**src/rtl/operand_fetch.sv**
```systemverilog
// Operand-fetch stage: 8 x 16-bit register file with an independent write
// port, plus a four-state sequencer that reads Rn into A and Rm into B on
// consecutive edges. It then presents shifted/selected operands with a
// one-cycle valid pulse.
module operand_fetch #(
  parameter int DATA_W = 16,
  parameter int NREGS  = 8
) (
  input  logic                     clk,
  input  logic                     reset,
  input  logic                     start,
  input  logic [$clog2(NREGS)-1:0] rn,
  input  logic [$clog2(NREGS)-1:0] rm,
  input  logic [1:0]               shift,
  input  logic                     asel,
  input  logic                     bsel,
  input  logic [DATA_W-1:0]        sximm5,
  input  logic                     wr_en,
  input  logic [$clog2(NREGS)-1:0] wr_num,
  input  logic [DATA_W-1:0]        wr_data,
  output logic                     busy,
  output logic                     op_valid,
  output logic [DATA_W-1:0]        val_A,
  output logic [DATA_W-1:0]        val_B
);
  localparam int IW = $clog2(NREGS);

  typedef enum logic [1:0] {IDLE, READ_A, READ_B, DONE} state_t;

  // Fetch request captured when start is accepted
  typedef struct packed {
    logic [IW-1:0]     rn;
    logic [IW-1:0]     rm;
    logic [1:0]        shift;
    logic              asel;
    logic              bsel;
    logic [DATA_W-1:0] imm;
  } req_t;

  state_t                       state, state_nxt;
  req_t                         req_q;
  logic [NREGS-1:0][DATA_W-1:0] regs;
  logic [DATA_W-1:0]            a_q, b_q, b_sh;
  logic                         ld_req, ld_a, ld_b;

  // Register file write port; runs regardless of sequencer state
  always_ff @(posedge clk or posedge reset) begin
    if (reset)      regs         <= '0;
    else if (wr_en) regs[wr_num] <= wr_data;
  end

  // Sequencer state register
  always_ff @(posedge clk or posedge reset) begin
    if (reset) state <= IDLE;
    else       state <= state_nxt;
  end

  // Next-state logic; start is only looked at in IDLE
  always_comb begin
    state_nxt = state;
    case (state)
      IDLE:    if (start) state_nxt = READ_A;
      READ_A:  state_nxt = READ_B;
      READ_B:  state_nxt = DONE;
      DONE:    state_nxt = IDLE;
      default: state_nxt = IDLE;
    endcase
  end

  // Sequencer outputs and latch load strobes
  always_comb begin
    busy     = (state != IDLE);
    op_valid = (state == DONE);
    ld_req   = (state == IDLE) && start;
    ld_a     = (state == READ_A);
    ld_b     = (state == READ_B);
  end

  // Request capture and operand latches; reads see the pre-edge register
  // value, so a same-edge write to the same index is not bypassed
  always_ff @(posedge clk or posedge reset) begin
    if (reset) begin
      req_q <= '0;
      a_q   <= '0;
      b_q   <= '0;
    end else begin
      if (ld_req) req_q <= '{rn: rn, rm: rm, shift: shift, asel: asel,
                             bsel: bsel, imm: sximm5};
      if (ld_a)   a_q   <= regs[req_q.rn];
      if (ld_b)   b_q   <= regs[req_q.rm];
    end
  end

  // Shifter on the registered B operand
  always_comb begin
    b_sh = b_q;
    case (req_q.shift)
      2'b01:   b_sh = {b_q[DATA_W-2:0], 1'b0};
      2'b10:   b_sh = {1'b0, b_q[DATA_W-1:1]};
      2'b11:   b_sh = {b_q[DATA_W-1], b_q[DATA_W-1:1]};
      default: b_sh = b_q;
    endcase
  end

  assign val_A = req_q.asel ? '0 : a_q;
  assign val_B = req_q.bsel ? req_q.imm : b_sh;

endmodule

```
**config.mk**
```make
export PLATFORM = sky130hd
export DESIGN_NAME = operand_fetch
export DESIGN_NICKNAME = d
export VERILOG_FILES = /design/src/rtl/operand_fetch.sv
export SDC_FILE = /design/constraint.sdc
export NUM_CORES = 1
export LEC_CHECK = 0
export CELL_PAD_IN_SITES_DETAIL_PLACEMENT = 1
export CELL_PAD_IN_SITES_GLOBAL_PLACEMENT = 1
export CORE_MARGIN = 5
export CORE_UTILIZATION = 47
export DETAILED_ROUTE_END_ITERATION = 12
export DONT_BUFFER_PORTS = 1
export GPL_ROUTABILITY_DRIVEN = 0
export PLACE_DENSITY = 0.72
export SYNTH_ARGS = -nofsm -noshare
export SYNTH_HDL_FRONTEND = slang
export SYNTH_SLANG_ARGS = --single-unit
export TNS_END_PERCENT = 10
```
**constraint.sdc**
```tcl
create_clock -name clk -period 6.73 [get_ports clk]
set_input_delay 1.6825 -clock clk [delete_from_list [all_inputs] [get_ports clk]]
set_output_delay 1.6825 -clock clk [all_outputs]
set_load 0.005 [all_outputs]
```
==> metrics.txt <==
DR iter-0 viols between 300 and 400; Core Rows 53; YS warnings 0; Synth Register Bits approximately 190; Tmin final 3.69 ns; Clock transition at path regs ~0.070 ns; DRC 0; initial antenna violation count 0; worst-skew pair later-pin latency ~0.44 ns; Num CTS Buffers 17; initial core utilization 47.7%; cells after synthesis ~800; Buf/Inv on CP 0; Die Y about 160 um; # port buffers 0; Die X between 150 and 200 um; MaxCap Viol Count 0; Yosys top cell area share roughly 47%; n_diodes 0; total grt overflow 0; status finished, final reports clean; clock sinks between 150 and 200; delay-heaviest family, CP flip-flops; Hold Violations, Final 0; core area between 20,000 and 25,000 um^2; post-CTS sizing 0; Tightest Pin Transition about 1.2 ns; die area between 20,000 and 25,000 um^2; Post-DP HPWL 17,200 um; clock skew 0.00936 ns; DRT Pass-1 Iters 6; Largest stage delay, worst path about 0.85 ns; register area share after synthesis a little under half; placed cells 1,025; CTS root buffer clkbuf_16; DR vias/cell between 6 and 7; Final nets 822; Final Cell Area roughly 11,000 um^2; Pins Over Slew Limit 0; crit share post-route between 50% and 60%; Antenna Nets Post-Route 0; Setup CP Type register to output port; fraction of layout cells with a size suffix above 1 28.8%; Crit-path slowest cell dfrtp_1; Synth area leaders dfrtp_1 47%, mux2_2 18%, mux2i_1 11%; Yosys top cell by area dfrtp_1; vias in the first global route 7,335; clock buffer depth 2; largest net degree at the start of global routing 189; Worst VDD drop approximately 0.00019 V; critical path fanouts, max 17; Final Power about 5 mW; htree depth 4; Crit path required time ~5.1 ns; synthesized area per cell roughly 12 um^2; Hold WC Path Type register to register; Total Neg Setup Slack 0 ns; worst-path cell chain mux2i_1 -> o21ai_0 -> mux2_2; RSZ-0062 raised after global routing no; Worst setup EP type output port; crit path launch type register; boundary pin count just over 80; Peak Freq 271 MHz; total routed wirelength 27,900 um; routed len/inst 26.4 um; Power Density 466 nW/um^2; total global routing track utilization roughly 23%; Mapped Area about 10,000 um^2; Final Setup Violations 0; WP data arrival 2.00 ns; total number of vias 6,644; Netlist cell types 29; CTS tree done; Hold Buf Count CTS 0; post-CTS setup buffers 0; Rel. slew slack around 18%; Static Leak roughly 4.8 nW; Hold WS between 0.5 and 0.6 ns; first-pass GRT wire length about 43,000 um; DP Area 10,100 um^2; fin cells around 1.1k; syn_nets roughly 860; area delta synth->final 7.27%
cell usage in the layout (no fill, tap or decap), types with 2 or more instances in the layout:
master,instances
nor3_4,2
inv_1,3
nor2b_2,2
buf_4,9
dfrtp_1,186
a41o_1,32
o21ai_0,17
clkbuf_16,17
mux2_4,10
nand4b_2,3
clkinv_4,3
nor2_2,2
mux2_2,158
clkinv_2,2
bufinv_16,3
dfrtp_4,2
ha_1,4
clkinvlp_4,2
clkbuf_8,5
nor3b_4,2
nand2_1,18
a22oi_1,34
a211o_1,32
nand3_1,32
nor2b_1,80
mux2i_1,110
nand2b_1,2
nor2_1,3
per-layer routing:
metal / global-route usage (%) / wire (um) / share of wire [%] / vias to the layer above
met2: 38.7 / 13800 / 50 / 159
met1: 30.1 / 12000 / 43 / 3540
met3: 4.60 / 1270 / 4.6 / 50
li1: - / - / - / 2895
met5: 0 / 0 / 0 / -
met4: 7.85 / 722 / 2.6 / 0
state kept, by name, summed over array words and instances, names as in the netlist:
register	cells
a_q	16
state	2
regs	128
b_q	16
req_q	26
power by group:
| group | total, mW | switching [mW] | leakage, nW | internal (mW) |
|---|---|---|---|---|
| Clock | 1.07 | 0.436 | 0.309 | 0.635 |
| Sequential | 2.02 | 0.532 | 2.26 | 1.49 |
| Combinational | 1.92 | 0.970 | 2.22 | 0.955 |
| Total | 5.01 | 1.94 | 4.79 | 3.08 |
worst reg2reg max path, cell delays in order (launching register included):
cell	delay, ns
dfrtp_1	0.94
nor2b_2	1.09
a22oi_1	0.33
a41o_1	0.32
cell usage after synthesis:
library cell,count
nand4_2,1
a22oi_1,34
a211o_1,32
buf_2,25
buf_6,2
nand2_1,18
a41o_1,32
nand4b_2,3
buf_4,14
o21ai_0,17
nand3_1,32
dfrtp_1,188
buf_1,3
nor2_1,5
mux2_4,10
clkbuf_1,19
nand2b_1,2
buf_12,1
mux2_2,158
nand2b_4,1
ha_1,4
nor3_4,2
mux2_1,1
mux2i_1,110
o31ai_1,1
nor2b_1,82
inv_1,4
nor3b_4,2
a21oi_1,1
through the flow:
stage                     utilization (%)  setup WS [ns]
final                                51.2           3.04
after global routing                 51.2           2.89
after CTS                            51.2           3.00
after detailed placement             48.2           3.47
after global placement               48.2           3.53
after floorplan                         -           2.63
layout make-up:
cell class              count  area [um^2]
clock buffers              23          498
clock inverters             9          134
fillers                  2095        10300
inverters                   4         18.8
multi-input cells         548         4970
flip-flops and latches    188         4710
well taps                 275          344
repair buffers             10         87.6
worst paths after layout:
check	to	cells past startpoint	slack, ns	startpoint
max reg2reg	b_q[10]	3	3.94	req_q[21]
min in group asynchronous	regs[50]	2	1.38	reset
max	val_B[5]	3	3.04	req_q[18]
min reg2reg	req_q[2]	1	0.51	req_q[2]
max in group asynchronous	req_q[23]	2	4.42	reset
min	req_q[2]	1	0.51	req_q[2]
logic make-up (layout without fill, tap and decap cells):
kind of cell               after synthesis  after routing  share of synthesized area (%)
muxes                                  279            279                           30.3
DFF                                    188            188                           46.9
and+or+nand+nor                        148            148                           9.10
AOI/OAI and AO/OA                      117            117                           9.50
buffers and inverters                   68             46                           3.69
adders and majority gates                4              4                          0.499
Power figures use the tool's default switching activity.
